**src/rtl/muldiv_ctrl_pkg.sv**
```systemverilog
// Shared RV32I M-extension types: op encoding (funct3 order), cache entry layout
// and small helpers for operand signedness and result-half selection.
package rv32i_types;

  typedef enum logic [2:0] {
    mul    = 3'd0,
    mulh   = 3'd1,
    mulhsu = 3'd2,
    mulhu  = 3'd3,
    div    = 3'd4,
    divu   = 3'd5,
    rem    = 3'd6,
    remu   = 3'd7
  } mul_ops;

  typedef enum logic [1:0] {
    CLS_SS = 2'd0,
    CLS_SU = 2'd1,
    CLS_UU = 2'd2
  } sign_cls_e;

  typedef struct packed {
    logic        valid;
    logic [31:0] a;
    logic [31:0] b;
    sign_cls_e   cls;
    logic        is_div;
    logic [31:0] lo;
    logic [31:0] hi;
  } muldiv_cache_t;

  function automatic logic op_is_div(input mul_ops op);
    return op inside {div, divu, rem, remu};
  endfunction

  function automatic logic a_signed(input mul_ops op);
    return op inside {mul, mulh, mulhsu, div, rem};
  endfunction

  function automatic logic b_signed(input mul_ops op);
    return op inside {mul, mulh, div, rem};
  endfunction

  function automatic sign_cls_e op_class(input mul_ops op);
    if (a_signed(op) && b_signed(op)) return CLS_SS;
    if (a_signed(op)) return CLS_SU;
    return CLS_UU;
  endfunction

  // High half: upper product word for mulh*, remainder for rem*.
  function automatic logic op_uses_hi(input mul_ops op);
    return op inside {mulh, mulhsu, mulhu, rem, remu};
  endfunction

  function automatic logic [32:0] extend33(input logic [31:0] v, input logic sgn);
    return {sgn & v[31], v};
  endfunction

endpackage

```
**src/rtl/muldiv_ctrl_special.sv**
```systemverilog
// Combinational detection of divide corner cases that bypass the iterative unit,
// together with the architecturally defined result for each.
module muldiv_special
  import rv32i_types::*;
(
  input  mul_ops      op,
  input  logic [31:0] a,
  input  logic [31:0] b,
  output logic        special,
  output logic [31:0] result
);

  logic b_zero;
  logic overflow;

  assign b_zero   = (b == '0);
  assign overflow = (a == 32'h8000_0000) && (b == '1);

  always_comb begin
    special = 1'b0;
    result  = '0;
    unique case (op)
      div, divu: begin
        if (b_zero) begin
          special = 1'b1;
          result  = '1;
        end else if (op == div && overflow) begin
          special = 1'b1;
          result  = 32'h8000_0000;
        end
      end
      rem, remu: begin
        if (b_zero) begin
          special = 1'b1;
          result  = a;
        end else if (op == rem && overflow) begin
          special = 1'b1;
          result  = '0;
        end
      end
      default: ;
    endcase
  end

endmodule

```
**src/rtl/muldiv_ctrl.sv**
```systemverilog
// M-extension controller: accepts one op at a time, answers corner cases and
// repeat operand pairs from a one-entry cache, otherwise runs the iterative unit.
module muldiv_ctrl
  import rv32i_types::*;
(
  input  logic        clk,
  input  logic        rst,
  input  logic        req,
  input  logic [2:0]  op,
  input  logic [31:0] a,
  input  logic [31:0] b,
  input  logic        stall,
  output logic        ack,
  output logic [31:0] result,
  output logic        busy,
  output logic        unit_run,
  output logic        unit_div,
  output logic        unit_stall,
  output logic [32:0] unit_opA,
  output logic [32:0] unit_opB,
  input  logic        unit_resp,
  input  logic [32:0] unit_Aval,
  input  logic [32:0] unit_Bval
);

  typedef enum logic [1:0] {
    IDLE = 2'd0,
    FAST = 2'd1,
    RUN  = 2'd2,
    DONE = 2'd3
  } state_e;

  state_e        state, state_d;
  mul_ops        op_in, op_q;
  logic [31:0]   a_q, b_q, result_q;
  muldiv_cache_t cache;

  logic        special;
  logic [31:0] special_result;
  logic        hit;
  logic [31:0] hit_result;
  logic [31:0] unit_result;
  logic [31:0] unit_hi;
  logic        accept, finish;
  logic        unused_aval_msb;

  assign op_in = mul_ops'(op);

  muldiv_special u_special (
    .op      (op_in),
    .a       (a),
    .b       (b),
    .special (special),
    .result  (special_result)
  );

  // mul only needs the low product word, which is identical for every
  // signedness class, so it may reuse any cached multiply entry.
  assign hit = cache.valid && (cache.a == a) && (cache.b == b)
            && (cache.is_div == op_is_div(op_in))
            && ((cache.cls == op_class(op_in)) || (op_in == mul));
  assign hit_result = op_uses_hi(op_in) ? cache.hi : cache.lo;

  assign unit_hi = op_is_div(op_q) ? unit_Aval[31:0] : {unit_Aval[30:0], unit_Bval[32]};

  always_comb begin
    unit_result = unit_Bval[31:0];
    if (op_uses_hi(op_q)) unit_result = unit_hi;
  end

  always_comb begin
    state_d = state;
    accept  = 1'b0;
    finish  = 1'b0;
    unique case (state)
      IDLE: begin
        if (req && !stall) begin
          accept  = 1'b1;
          state_d = (special || hit) ? FAST : RUN;
        end
      end
      RUN: begin
        if (unit_resp && !stall) begin
          finish  = 1'b1;
          state_d = DONE;
        end
      end
      FAST, DONE: begin
        if (!stall) state_d = IDLE;
      end
      default: state_d = IDLE;
    endcase
  end

  always_ff @(posedge clk) begin
    if (rst) begin
      state    <= IDLE;
      op_q     <= mul;
      a_q      <= '0;
      b_q      <= '0;
      result_q <= '0;
      cache    <= '0;
    end else begin
      state <= state_d;
      if (accept) begin
        op_q <= op_in;
        a_q  <= a;
        b_q  <= b;
        if (special) result_q <= special_result;
        else if (hit) result_q <= hit_result;
      end
      if (finish) begin
        result_q     <= unit_result;
        cache.valid  <= 1'b1;
        cache.a      <= a_q;
        cache.b      <= b_q;
        cache.cls    <= op_class(op_q);
        cache.is_div <= op_is_div(op_q);
        cache.lo     <= unit_Bval[31:0];
        cache.hi     <= unit_hi;
      end
    end
  end

  assign ack        = (state == FAST) || (state == DONE);
  assign busy       = (state != IDLE);
  assign result     = result_q;
  assign unit_run   = (state == RUN);
  assign unit_div   = op_is_div(op_q);
  assign unit_stall = stall;
  assign unit_opA   = extend33(a_q, a_signed(op_q));
  assign unit_opB   = extend33(b_q, b_signed(op_q));

  assign unused_aval_msb = unit_Aval[32];

endmodule
```
**config.mk**
```make
export PLATFORM = sky130hd
export DESIGN_NAME = muldiv_ctrl
export DESIGN_NICKNAME = d
export VERILOG_FILES = /design/src/rtl/muldiv_ctrl_pkg.sv /design/src/rtl/muldiv_ctrl_special.sv /design/src/rtl/muldiv_ctrl.sv
export SDC_FILE = /design/constraint.sdc
export NUM_CORES = 1
export LEC_CHECK = 0
export ABC_AREA = 1
export ABC_CLOCK_PERIOD_IN_PS = 5800
export CAP_MARGIN = 20
export CELL_PAD_IN_SITES_DETAIL_PLACEMENT = 0
export CELL_PAD_IN_SITES_GLOBAL_PLACEMENT = 1
export CORE_ASPECT_RATIO = 0.8
export CORE_UTILIZATION = 40
export CTS_BUF_LIST = sky130_fd_sc_hd__clkbuf_4
export DETAILED_ROUTE_END_ITERATION = 16
export PLACE_DENSITY = 0.95
export SLEW_MARGIN = 20
export SYNTH_ARGS = -nofsm -noshare
export SYNTH_HDL_FRONTEND = slang
export SYNTH_SLANG_ARGS = --single-unit
```
**constraint.sdc**
```tcl
create_clock -name clk -period 5.8 [get_ports clk]
set_clock_uncertainty 0.2 [all_clocks]
set_input_delay 1.16 -clock clk [delete_from_list [all_inputs] [get_ports clk]]
set_output_delay 1.16 -clock clk [all_outputs]
set_load 0.05 [all_outputs]
```
# Word level (Yosys, flattened, before mapping)
# Index checks and enable logic that the tools add are counted.
# totals
reg_bits	233
input_bits	138
wordCells	118
# classes
n_eq_ne	26
n_mux	43
bitwise	2
reduce_logical	35
# op_table
cell	count
$mux 32	10
$eq 32x32->1	2
$eq 32x32->1 const B	2
$pmux 32 s2	1
$logic_not 32->1	1
$eq 3x3->1 const B	8
$mux 2	12
$reduce_bool 5->1	4
$mux 1	18
$reduce_bool 4->1	4
$eq 3x2->1 const B	4
$logic_and 1x1->1	11
$eq 3x1->1 const B	2
$logic_not 3->1	2
$pmux 2 s3	1
$reduce_or 2->1	3
$eq 2x2->1 const B	2
$ne 2x2->1 const B	2
$reduce_bool 2->1	2
$logic_or 1x1->1	3
$reduce_and 3->1	1
$reduce_bool 3->1	1
$and 1x1->1	2
$eq 2x1->1 const B	1
7 further kinds	7

# Logic depth before layout (Yosys ltp)
# logic_depth
ltp_word	14
depth_mapped	16
mapped_depth_nobuf	15

# By module
# From an unflattened synthesis, not the netlist that was laid out.
# hier_totals
hier_cells	1857
hier_area_um2	11760.0
# by_module_without_submodules
mod	n_inst	cells_each	area_each_um2	seq_area_each_um2
muldiv_ctrl	1	1705	11120.7	4664.5
muldiv_special	1	152	639.4	0.0

# Worst setup path after synthesis
# Ideal clock, no wire load.
# synth_timing
path_type	register to output
from	register op_q[2]
to	output unit_opB[32]
t_arrival_ns	1.528
required_time_ns	4.440
slack_ns	2.912
stages_incl_launch_ff	5
n_path_buf	2
path_cell_list	dfxtp_1 > buf_2 > clkbuf_1 > nor2_1 > nor2_1
# synth_via
elab_chain_cells	3
elab_cells_between_ends	6
classes_between	eq/ne (3); bitwise (1); reduce/logical (2)
# synth_rtl
element	line_no	rtl
from (decl)	muldiv_ctrl.sv:34	mul_ops op_in, op_q;
from (signal assigned)	muldiv_ctrl.sv:98	op_q <= mul;
from (signal assigned)	muldiv_ctrl.sv:106	op_q <= op_in;
$eq 3x1->1, or another cell as far along	muldiv_ctrl_pkg.sv:41	return op inside {mul, mulh, div, rem};
$reduce_bool 4->1 *	muldiv_ctrl_pkg.sv:41	
$and 1x1->1 *	muldiv_ctrl_pkg.sv:56	return {sgn & v[31], v};
to (decl)	muldiv_ctrl.sv:20	output logic [32:0] unit_opB,
# Mark *: on every way between the ends. The rest lies on a longest branch, timed or not.

# Worst setup path after layout
# Ends and elaborated chain as after synthesis.

==> metrics.txt <==
status completed; DRT iter0 DRCs 1,001; critical path capture point type primary output; share of layout cells above drive strength 1 7.271%; vias 12,240; crit path kind flop to primary output; first-pass GRT wire length 61.06 mm; synthesized area 11,470 sq um; Initial Util 40.64%; post-synthesis register bit count 233; Sink Count 233; post-route ant nets 0; setup repair bufs after CTS 0; GRT Residual Overflow 0; die height 153.4 um; Port Buffers 239; Area growth syn-to-layout 28.45%; Reg power frac 43.5%; drt first pass iters 5; vias per cell 5.256; num rows 55; Tmin final 4058 ps; area occupied by multi-input gates 5702 sq um; DRC viols 0; RSZ-0062 raised after global routing false; max-cap violations 0; Final Hold Viols 0; vias in the first global route 11,320; CP Cell Sequence buf_4 > nor2_1 > nor2_1 > clkdlybuf4s50_1; Die Area 29,350 sq um; # hold bufs at CTS 0; H-tree depth 2; worst stage delay on the critical path 830 ps; critical path's slowest cell clkdlybuf4s50_1; Sw Share 31.58%; Synthesis Warnings 0; Least-Margin Pin Slew 992.7 ps; cells after synthesis 1,713; Total Routing Usage GR 26.77%; Synth cell types 33; Nets 2,049; Clock power frac 36.9%; CTS clk-pin slew, worst paths 70 ps; Most common cell on crit path nor2_1; Num CTS Buffers 61; final setup fails 0; CP Launch Type flop; DP Area 13,940 sq um; register area 4666 sq um; PD cells 270.4 nW/um^2; post-CTS sizing 0; final worst path period share 69.97%; switching power 0.001257 W; Max FO, Critical Path 47; Final Wtd Congestion 0.8797; leakage dissipation 6.209 nW; grt met1 use 37.38%; Internal Power 0.002725 W; post-route cell area 14,730 sq um; Arr. time, crit path 2700 ps; Setup TNS 0 ps; mean post-synth cell area 6.694 sq um; logic gate share of total power 19.6%; total wire length 40.09 mm; Most Crowded Layer GR met2; hold crit path type flop to flop; M3 GR Usage 7.164%; Fmax 0.2464 GHz; syn_nets 1,851; io pins 241; wire per inst 17.22 um; fill cell count 2,834; TritonCTS clock tree built; chip width 191.3 um; Worst Path Required 4440 ps; Core ar. 28,210 sq um; met2 GRT Util 39.67%; Seq/Total Area, Yosys 40.68%; CTS Root Cell clkbuf_4; max-slew violation count 0; slew margin rel. 33.72%; initial antenna violation count 8; peak supply drop 169.2 uV; CP Buf/Inv Count 2; worst-skew pair later-pin latency 720 ps; CP top delay family buffers and inverters; largest net degree at the start of global routing 112; post-DP HPWL 27.93 mm; CTS Buffer Depth 3
## cells in the final DEF, fill, tap and decap left out, types with 2 or more instances in the layout
master	count
a211oi_1	20
a21oi_1	199
a311oi_1	4
a31oi_1	4
buf_12	3
buf_4	11
clkbuf_4	100
clkdlybuf4s50_1	239
clkinv_1	2
clkinv_2	2
dfxtp_1	232
diode_2	5
inv_1	145
inv_2	6
mux2_2	7
mux2i_1	14
nand2_1	362
nand2_2	2
nand2_4	2
nand3_1	44
nand3b_1	20
nand4_1	15
nor2_1	225
nor3_1	2
o21ai_0	239
o21ai_1	27
o22ai_1	4
xnor2_1	12
## worst paths after layout
path / from / slack, ps / endpoint / cells after the start
worst max-delay path: op_q[2] / 1740 / unit_opB[32] / 4
worst min-delay path: cache[44] / 250 / cache[44] / 2
worst max register to register: cache[73] / 3110 / result[7] / 15
worst min register to register: cache[44] / 250 / cache[44] / 2
## layout make-up
class,instances,area share (%)
diodes,5,0.08495
clock buffers,100,5.097
clock inverters,5,0.1444
inverters,152,3.925
multi-input cells,1210,38.71
flip-flops and latches,233,31.68
well taps,370,3.143
repair buffers,253,17.21
## state kept, by name (all words and copies together) (netlist names)
signal,flops
state,2
a_q,32
b_q,32
cache,132
op_q,3
result,32
## metal layers
layer | wire length (um) | vias up | share of wire, %
li1 | - | 6028 | -
met1 | 18090 | 5641 | 45
met2 | 17150 | 485 | 43
met3 | 3889 | 75 | 9.7
met4 | 924 | 6 | 2.3
met5 | 36 | - | 0.090
## power groups by stage
stage | combinational (W) | sequential [W] | clock, W
floorplan | 0.000318 | 0.00190 | 0
finish | 0.000781 | 0.00173 | 0.00147
CTS | 0.000776 | 0.00173 | 0.00149
global route | 0.000842 | 0.00174 | 0.00157
detailed placement | 0.000773 | 0.00177 | 0
global placement | 0.000766 | 0.00177 | 0
## worst min-delay path, stage by stage (launching register included)
cell	delay, ps
dfxtp_1	300
inv_1	50
a21oi_1	50
## synth_stat cells
| cell | n | share of area [%] |
|---|---|---|
| nor2_2 | 1 | 0.055 |
| nor3_1 | 2 | 0.087 |
| o21ai_0 | 239 | 10 |
| xor2_1 | 1 | 0.076 |
| nor2_1 | 225 | 7.4 |
| a21oi_1 | 199 | 8.7 |
| nor3_4 | 1 | 0.14 |
| buf_6 | 5 | 0.49 |
| mux2_2 | 7 | 0.69 |
| nand2_4 | 2 | 0.20 |
| clkbuf_1 | 68 | 2.2 |
| a31oi_1 | 4 | 0.22 |
| dfxtp_1 | 233 | 41 |
| a211oi_1 | 20 | 1.3 |
| buf_1 | 5 | 0.16 |
| nand3b_1 | 20 | 1.3 |
| o21ai_1 | 28 | 1.2 |
| a21oi_4 | 1 | 0.14 |
| nand4_1 | 15 | 0.82 |
| nor4_4 | 1 | 0.19 |
| nand3_1 | 44 | 1.9 |
| inv_1 | 146 | 4.8 |
| nand3_2 | 1 | 0.087 |
| buf_4 | 4 | 0.26 |
| mux2i_1 | 14 | 1.2 |
| inv_2 | 6 | 0.20 |
| o21a_1 | 1 | 0.065 |
| nand2_2 | 2 | 0.11 |
| nand2_1 | 362 | 12 |
| a311oi_1 | 4 | 0.31 |
| o22ai_1 | 4 | 0.22 |
| buf_2 | 36 | 1.6 |
| xnor2_1 | 12 | 0.92 |
## per-stage QoR
stage	setup slack, ps	total power [W]	utilization (%)	hold WS, ps	cells
6_report	1742	0.003982	52.20	248.5	2328
3_5_place_dp	1303	0.002541	49.42	241.5	2218
5_1_grt	1553	0.004156	52.19	262.6	2327
4_1_cts	1636	0.003999	52.16	250.3	2323
2_1_floorplan	2912	0.002223	-	224.5	1713
3_3_place_gp	1416	0.002531	49.42	235.1	2218
## logic make-up after synthesis
logic type	after synthesis	synth area share [%]
AOI/OAI and AO/OA	500	22.60
xor gates and xnor gates	13	0.9930
buffers and inverters	270	9.690
DFF	233	40.68
muxes	21	1.910
and+or+nand+nor	676	24.13
Power figures use the tool's default switching activity.
